`config.mk`:
```
export PLATFORM = sky130hd
export DESIGN_NAME = comp_pair_fifo
export DESIGN_NICKNAME = d
export VERILOG_FILES = /design/src/rtl/comp_pkg.sv /design/src/rtl/comp_pair_fifo_ctrl.sv /design/src/rtl/comp_pair_fifo.sv
export SDC_FILE = /design/constraint.sdc
export NUM_CORES = 1
export LEC_CHECK = 0
export CAP_MARGIN = 10
export CORE_MARGIN = 2
export CORE_UTILIZATION = 51
export DETAILED_ROUTE_END_ITERATION = 7
export DONT_BUFFER_PORTS = 1
export MAX_ROUTING_LAYER = met4
export PLACE_DENSITY = 0.7
export SYNTH_ARGS = -nofsm -noshare
export SYNTH_HDL_FRONTEND = slang
export SYNTH_SLANG_ARGS = --single-unit
```
`constraint.sdc`:
```
create_clock -name clock -period 4.2 [get_ports clock]
set_input_delay 0.84 -clock clock [delete_from_list [all_inputs] [get_ports clock]]
set_output_delay 0.84 -clock clock [all_outputs]
set_load 0.02 [all_outputs]
```
`src/rtl/comp_pkg.sv`:
```
`default_nettype none
// ============================================================================
// Module   : comp_pkg
// Brief    : Shared types and constants for the A/B component pair datapath.
// Revision : 1.0 - initial release
// ============================================================================
package comp_pkg;

    localparam int COMP_DATA_W = 8;

    typedef struct packed {
        logic [COMP_DATA_W-1:0] x;
        logic [COMP_DATA_W-1:0] y;
    } comp_pair_t;

    typedef logic [COMP_DATA_W:0] comp_sum_t;

endpackage
`default_nettype wire

```
`src/rtl/comp_pair_fifo_ctrl.sv`:
```
`default_nettype none
// ============================================================================
// Module   : comp_pair_fifo_ctrl
// Brief    : Pointer/occupancy control and handshake decode for comp_pair_fifo.
// Revision : 1.0 - initial release
// ============================================================================
module comp_pair_fifo_ctrl #(
    parameter  int DEPTH = 4,
    localparam int IDX_W = $clog2(DEPTH),
    localparam int PTR_W = IDX_W + 1
) (
    input  logic             clock,
    input  logic             reset,
    input  logic             in_valid,
    input  logic             out_ready,
    output logic             in_ready,
    output logic             out_valid,
    output logic             push,
    output logic             pop,
    output logic [IDX_W-1:0] wr_idx,
    output logic [IDX_W-1:0] rd_idx,
    output logic [PTR_W-1:0] count
);

    localparam logic [PTR_W-1:0] c_full = PTR_W'(DEPTH);

    logic [PTR_W-1:0] r_wr_ptr;
    logic [PTR_W-1:0] r_rd_ptr;
    logic [PTR_W-1:0] w_count;

    // The wrap bit makes the pointer difference span 0..DEPTH, so occupancy
    // is read straight off the registered pointers.
    assign w_count   = r_wr_ptr - r_rd_ptr;
    assign count     = w_count;
    assign in_ready  = (w_count != c_full);
    assign out_valid = (w_count != '0);

    assign push   = reset & in_valid & in_ready;
    assign pop    = reset & out_valid & out_ready;
    assign wr_idx = r_wr_ptr[IDX_W-1:0];
    assign rd_idx = r_rd_ptr[IDX_W-1:0];

    always_ff @(posedge clock) begin
        if (!reset) begin
            r_wr_ptr <= '0;
            r_rd_ptr <= '0;
        end else begin
            if (push) r_wr_ptr <= r_wr_ptr + PTR_W'(1);
            if (pop)  r_rd_ptr <= r_rd_ptr + PTR_W'(1);
        end
    end

endmodule
`default_nettype wire

```
`src/rtl/comp_pair_fifo.sv`:
```
`default_nettype none
// ============================================================================
// Module   : comp_pair_fifo
// Brief    : FWFT valid/ready FIFO buffering (x, y) result pairs.
//            Optional stored lane sum enabled by COMP_PAIR_FIFO_SUM_EN.
// Revision : 1.0 - initial release
// ============================================================================
module comp_pair_fifo
    import comp_pkg::*;
#(
    parameter int DATA_W = COMP_DATA_W,
    parameter int DEPTH  = 4
) (
    input  logic                       clock,
    input  logic                       reset,
    input  logic                       in_valid,
    output logic                       in_ready,
    input  logic [DATA_W-1:0]          in_x,
    input  logic [DATA_W-1:0]          in_y,
    output logic                       out_valid,
    input  logic                       out_ready,
    output logic [DATA_W-1:0]          out_x,
    output logic [DATA_W-1:0]          out_y,
    output logic [$clog2(DEPTH+1)-1:0] count
`ifdef COMP_PAIR_FIFO_SUM_EN
    ,
    output logic [DATA_W:0]            out_sum
`endif
);

    localparam int c_idx_w = $clog2(DEPTH);

    logic               w_push;
    logic               w_pop;
    logic               w_out_valid;
    logic [c_idx_w-1:0] w_wr_idx;
    logic [c_idx_w-1:0] w_rd_idx;

    logic [2*DATA_W-1:0] r_mem [DEPTH];
    logic [2*DATA_W-1:0] w_head;

    comp_pair_fifo_ctrl #(
        .DEPTH (DEPTH)
    ) u_ctrl (
        .clock     (clock),
        .reset     (reset),
        .in_valid  (in_valid),
        .out_ready (out_ready),
        .in_ready  (in_ready),
        .out_valid (w_out_valid),
        .push      (w_push),
        .pop       (w_pop),
        .wr_idx    (w_wr_idx),
        .rd_idx    (w_rd_idx),
        .count     (count)
    );

    // Storage is deliberately left uncleared; empty output is gated below.
    always_ff @(posedge clock) begin
        if (w_push) r_mem[w_wr_idx] <= {in_x, in_y};
    end

    assign w_head    = r_mem[w_rd_idx];
    assign out_valid = w_out_valid;
    assign out_x     = w_out_valid ? w_head[2*DATA_W-1:DATA_W] : '0;
    assign out_y     = w_out_valid ? w_head[DATA_W-1:0]        : '0;

`ifdef COMP_PAIR_FIFO_SUM_EN
    logic [DATA_W:0] r_mem_sum [DEPTH];

    always_ff @(posedge clock) begin
        if (w_push) r_mem_sum[w_wr_idx] <= {1'b0, in_x} + {1'b0, in_y};
    end

    assign out_sum = w_out_valid ? r_mem_sum[w_rd_idx] : '0;
`endif

    // Pop only advances the read pointer inside the controller.
    logic w_unused;
    assign w_unused = w_pop;

endmodule
`default_nettype wire

```
## Yosys cells after proc, flatten, opt, wreduce, memory -nomap -nowiden

Memories as Yosys holds them, arrays and structs flattened. A register that Yosys moved wholly into a read port is not among the register bits.
Cells that the tools add are included.

| operators by class | value |
|---|---|
| add/subtract/negate cells | 3 |
| eq/ne operators | 1 |
| mux-type cells | 6 |
| bitwise gates (word level) | 4 |
| reduce and logical (&&, ||, !) cells | 1 |

Operator list:

| operator | number |
|---|---|
| 8-bit 2-to-1 mux | 2 |
| 3-bit by 1-bit adder with 3-bit output, second input constant | 2 |
| 1-bit bitwise AND | 4 |
| 2-bit 2-to-1 mux | 2 |
| 3-bit inequality test, second input constant | 1 |
| 3-bit nonzero test | 1 |
| 3-bit subtractor | 1 |
| 1-bit 2-to-1 mux | 2 |

| storage, ports and cells | value |
|---|---|
| output and inout port bits | 21 |
| memory bits (writable) | 64 |
| flip-flop bits (word level) | 6 |
| memories kept | 1 |
| bits of input ports | 20 |
| logic and storage cells | 18 |

Memory list:

| name | depth | width | read ports | clocked after Yosys merged registers in | wr ports | line | source |
|---|---|---|---|---|---|---|---|
| r_mem | 4 | 16 | 1 | 1 | 1 | comp_pair_fifo.sv:39 | `logic [2*DATA_W-1:0] r_mem [DEPTH];` |

## Depth between registers and ports, before layout

| depth | value |
|---|---|
| depth in word-level cells | 6 |
| depth in mapped cells | 7 |
| gate-level depth less buffers | 6 |

## Cells and area by module

A second synthesis with hierarchy kept.

| second synthesis, totals | value |
|---|---|
| cell total of the unflattened synthesis | 178 |
| area total of the unflattened synthesis | 2,949.1 um^2 |

Modules (own cells, without submodules):

| module | cells an instance | instances | area each (um^2) |
|---|---|---|---|
| comp_pair_fifo | 126 | 1 | 2,476.1 |
| comp_pair_fifo_ctrl | 52 | 1 | 473.0 |

## Worst setup path after synthesis

No wires, ideal clock.

| timing | value |
|---|---|
| path type | reg2out |
| from | register u_ctrl.r_wr_ptr[0] |
| to | output port out_x[5] |
| buffers on the path | 1 |
| stages on the path, launching flop included | 8 |
| arrival | 2.087 ns |
| path slack | 1.273 ns |
| cell sequence | dfxtp_1 > inv_1 > ha_1 > fa_1 > xor3_2 > nor2_4 > buf_4 > nor2b_1 |

| on the way | value |
|---|---|
| word-level cells in the longest chain between the ends | 3 |

RTL lines:

| what | line | source |
|---|---|---|
| from (decl) | comp_pair_fifo_ctrl.sv:27 | `logic [PTR_W-1:0] r_wr_ptr;` |
| from (signal assigned) | comp_pair_fifo_ctrl.sv:48 | `if (push) r_wr_ptr <= r_wr_ptr + PTR_W'(1);` |
| 3-bit subtractor | comp_pair_fifo_ctrl.sv:33 | `assign w_count = r_wr_ptr - r_rd_ptr;` |
| named net count[2] | comp_pair_fifo.sv:24 | `output logic [$clog2(DEPTH+1)-1:0] count` |
| 3-bit nonzero test | comp_pair_fifo_ctrl.sv:36 | `assign out_valid = (w_count != '0);` |
| 8-bit 2-to-1 mux | comp_pair_fifo.sv:65 | `assign out_x = w_out_valid ? w_head[2*DATA_W-1:DATA_W] : '0;` |
| to (decl) | comp_pair_fifo.sv:22 | `output logic [DATA_W-1:0] out_x,` |

The timed path passes the listed nets, and every way through them passes these cells.

## Worst setup path after layout

Ends and elaborated chain as after synthesis.

==> results_dict.tcl <==
set metrics [dict create \
    status "finished, final reports clean" \
    p_leak_uw 0.001086 \
    syn_area_um2 2948 \
    hold_depth 2 \
    yosys_warnings 0 \
    period_needed_ns 3.481 \
    finalHoldWorstSlack_ns 0.4902 \
    h-tree-depth 3 \
    min-delay-start "u_ctrl.r_wr_ptr[2]$_SDFFE_PN0N_" \
    clkTransAtPathRegs_ns 0.07 \
    die-area_um2 6404 \
    place_inst 225 \
    remaining_drc_errors 0 \
    ant_nets 0 \
    final_cell_mix "edfxtp_1 (64), mux4_2 (16), nor2b_1 (16), nand2_1 (11), clkbuf_8 (9)" \
    hold_buffers 0 \
    cts_tree "done" \
    setup_viol 0 \
    drtIter0Drc 101 \
    syn_nets 185 \
    async_flop_share_pct 0 \
    initial_core_util_pct 53.21 \
    netlist.area_leader.share_pct 65.20 \
    avgSynthCellArea_um2 18.66 \
    ios 41 \
    post-route-period-util_pct 82.89 \
    areaGrowthSynthToFinish_pct 9.338 \
    r2r_start "u_ctrl.r_wr_ptr[0]$_SDFFE_PN0N_" \
    ys_types 25 \
    synth_edf_count 64 \
    die_h_um 80.03 \
    routed_wl_um 4787 \
    ys_top_cells_by_area "edfxtp_1 (65%), mux4_2 (12%), dfxtp_1 (5.4%), nor2b_1 (3.4%), ha_1 (2.5%)" \
    peakVddDrop_v 0.0004275 \
    cts_buffer_depth 2 \
    end_kind "output port" \
    rrSetupSlack_ns 1.03 \
    tightest_slew_ns 0.8969 \
    max_stage_delay_ns 0.56 \
    layout_commonest_cell "edfxtp_1" \
    finalHoldViolCount 0 \
    n_antenna_cell 0 \
    grt_pass1_wl_um 7362 \
    hold_path_class "reg -> reg" \
    ys_seq_elements 72 \
    grt_setup_unrepaired "false" \
    relSlewSlack_pct 40.21 \
    nFillCells 425 \
    yosys_most_used_dff "edfxtp_1" \
    cts_made_buffers 9 \
    grt_overflow 0 \
    vias 1343 \
    tns_ns 0 \
    portBuffers 0 \
    skew_ns 0.005272 \
    cp.arrival_ns 2.64 \
    clk_latency_ns 0.34 \
    routabilityCongestion 0.7919 \
    die_x_um 80.03 \
    cts_resized 0 \
    powerDensity_nw_per_um2 686.9 \
    drive_gt1_share_pct 20.71 \
    design_area_um2 3223 \
    viasPerCell 5.573 \
    reg2reg_to "r_mem[0][1]$_DFFE_PP_" \
    grt_pass1_vias 1387 \
    cp.required_ns 3.36 \
    grt_max_degree 18 \
    fin_nets 191 \
    coreArea_um2 5540 \
    antenna_found_initial 0 \
    ys_seq_area_share_pct 70.63 \
    dr.pass1.iters 5 \
    root_buffer "clkbuf_8" \
    min_to "u_ctrl.r_wr_ptr[2]$_SDFFE_PN0N_" \
    r2r_cells 6 \
    grt.total_usage_pct 17.39 \
    dpl.hpwl_um 2978 \
    post_dp_cell_area_um2 3013 \
    critical_path.cell_chain "inv_1 > ha_1 > fa_1 > xor3_2 > nor2_4 > nor2b_1" \
    cts_setup_buffers 0 \
    cts_sinks 72 \
    fin_total_pwr_uw 2214 \
    rows 27 \
    cap_violations 0 \
    slew_violations 0 \
    synthCells 158 \
    max_freq_ghz 0.2872 \
    final_cells 241 \
    crit_path_start_kind "flip-flop" \
    path_max_fanout 17 \
    synth_top_cell_by_area "edfxtp_1" \
    slowest_stage "xor3_2" \
    critPathKind "reg -> out" \
    wl_per_cell_um 19.86 \
]
==> sequential cells by signal, indices dropped and copies added, names as in the netlist, named ones only <==
name,flops
r_mem,64
u_ctrl.r_rd_ptr,3
u_ctrl.r_wr_ptr,3
==> logic make-up after synthesis <==
kind of cell | count (synthesis) | share of synthesized area (%)
AOI/OAI and AO/OA | 6 | 1.953
muxes | 22 | 14.26
DFF | 72 | 70.63
xor gates and xnor gates | 1 | 0.8488
adders and majority gates | 7 | 3.226
and+or+nand+nor | 36 | 6.961
buffers and inverters | 14 | 2.122
==> metal layers <==
metal  GRT usage [%]  up-vias  part of all wire [%]
met4           8.475        0                   1.4
met2           26.75       44                    51
met5               -        -                     0
met3           6.900        5                   6.6
li1                -      619                     -
met1           19.98      675                    41
==> power by group <==
part           internal (uW)  switching, uW  leakage [uW]  total (uW)
clock network            333            242      0.000108         574
logic                    228            507      0.000332         734
registers                853           52.1      0.000646         905
==> area by class of cell <==
class / instances / area (um2) / share of cell area, %
multi-input combinational: 72 / 803.3 / 24.92
tap: 72 / 90.09 / 2.795
timing repair buffer: 1 / 7.507 / 0.2329
sequential: 72 / 2082 / 64.60
clock buffer: 10 / 127.6 / 3.960
inverter: 8 / 30.03 / 0.9317
clock inverter: 6 / 82.58 / 2.562
==> worst max-delay path by stage <==
| stage | start | end |
|---|---|---|
| 6_report | u_ctrl.r_wr_ptr[0]$_SDFFE_PN0N_ | out_x[5] |
| 2_1_floorplan | u_ctrl.r_wr_ptr[0]$_SDFFE_PN0N_ | out_x[5] |
| 5_1_grt | u_ctrl.r_wr_ptr[0]$_SDFFE_PN0N_ | out_x[6] |
| 4_1_cts | u_ctrl.r_wr_ptr[0]$_SDFFE_PN0N_ | out_x[6] |
| 3_3_place_gp | u_ctrl.r_wr_ptr[0]$_SDFFE_PN0N_ | out_x[6] |
| 3_5_place_dp | u_ctrl.r_wr_ptr[0]$_SDFFE_PN0N_ | r_mem[1][12]$_DFFE_PP_ |
==> cells in the mapped netlist, types with 2 or more instances <==
master / instances
nand2b_1: 2
nand2_1: 11
ha_1: 6
buf_2: 2
dfxtp_1: 8
mux4_2: 16
nor2b_1: 16
buf_4: 2
mux2i_1: 6
and3_1: 4
inv_1: 8
edfxtp_1: 64
==> through the flow <==
stage / setup slack (ns) / utilization, %
floorplan: 1.273 / -
global placement: 1.124 / 54.38
detailed placement: 1.063 / 54.38
CTS: 0.6717 / 58.18
global route: 0.6049 / 58.18
finish: 0.7186 / 58.18
==> worst max-delay path: cells and delay by family, from the launching register on <==
family                   cells  cell delay, ns
AND/OR/NAND/NOR              2            0.64
adder cells (fa/ha/maj)      2            0.60
XOR/XNOR                     1            0.56
flip-flops                   1            0.39
buffers and inverters        1            0.12
(Power assumes the default switching activity.)
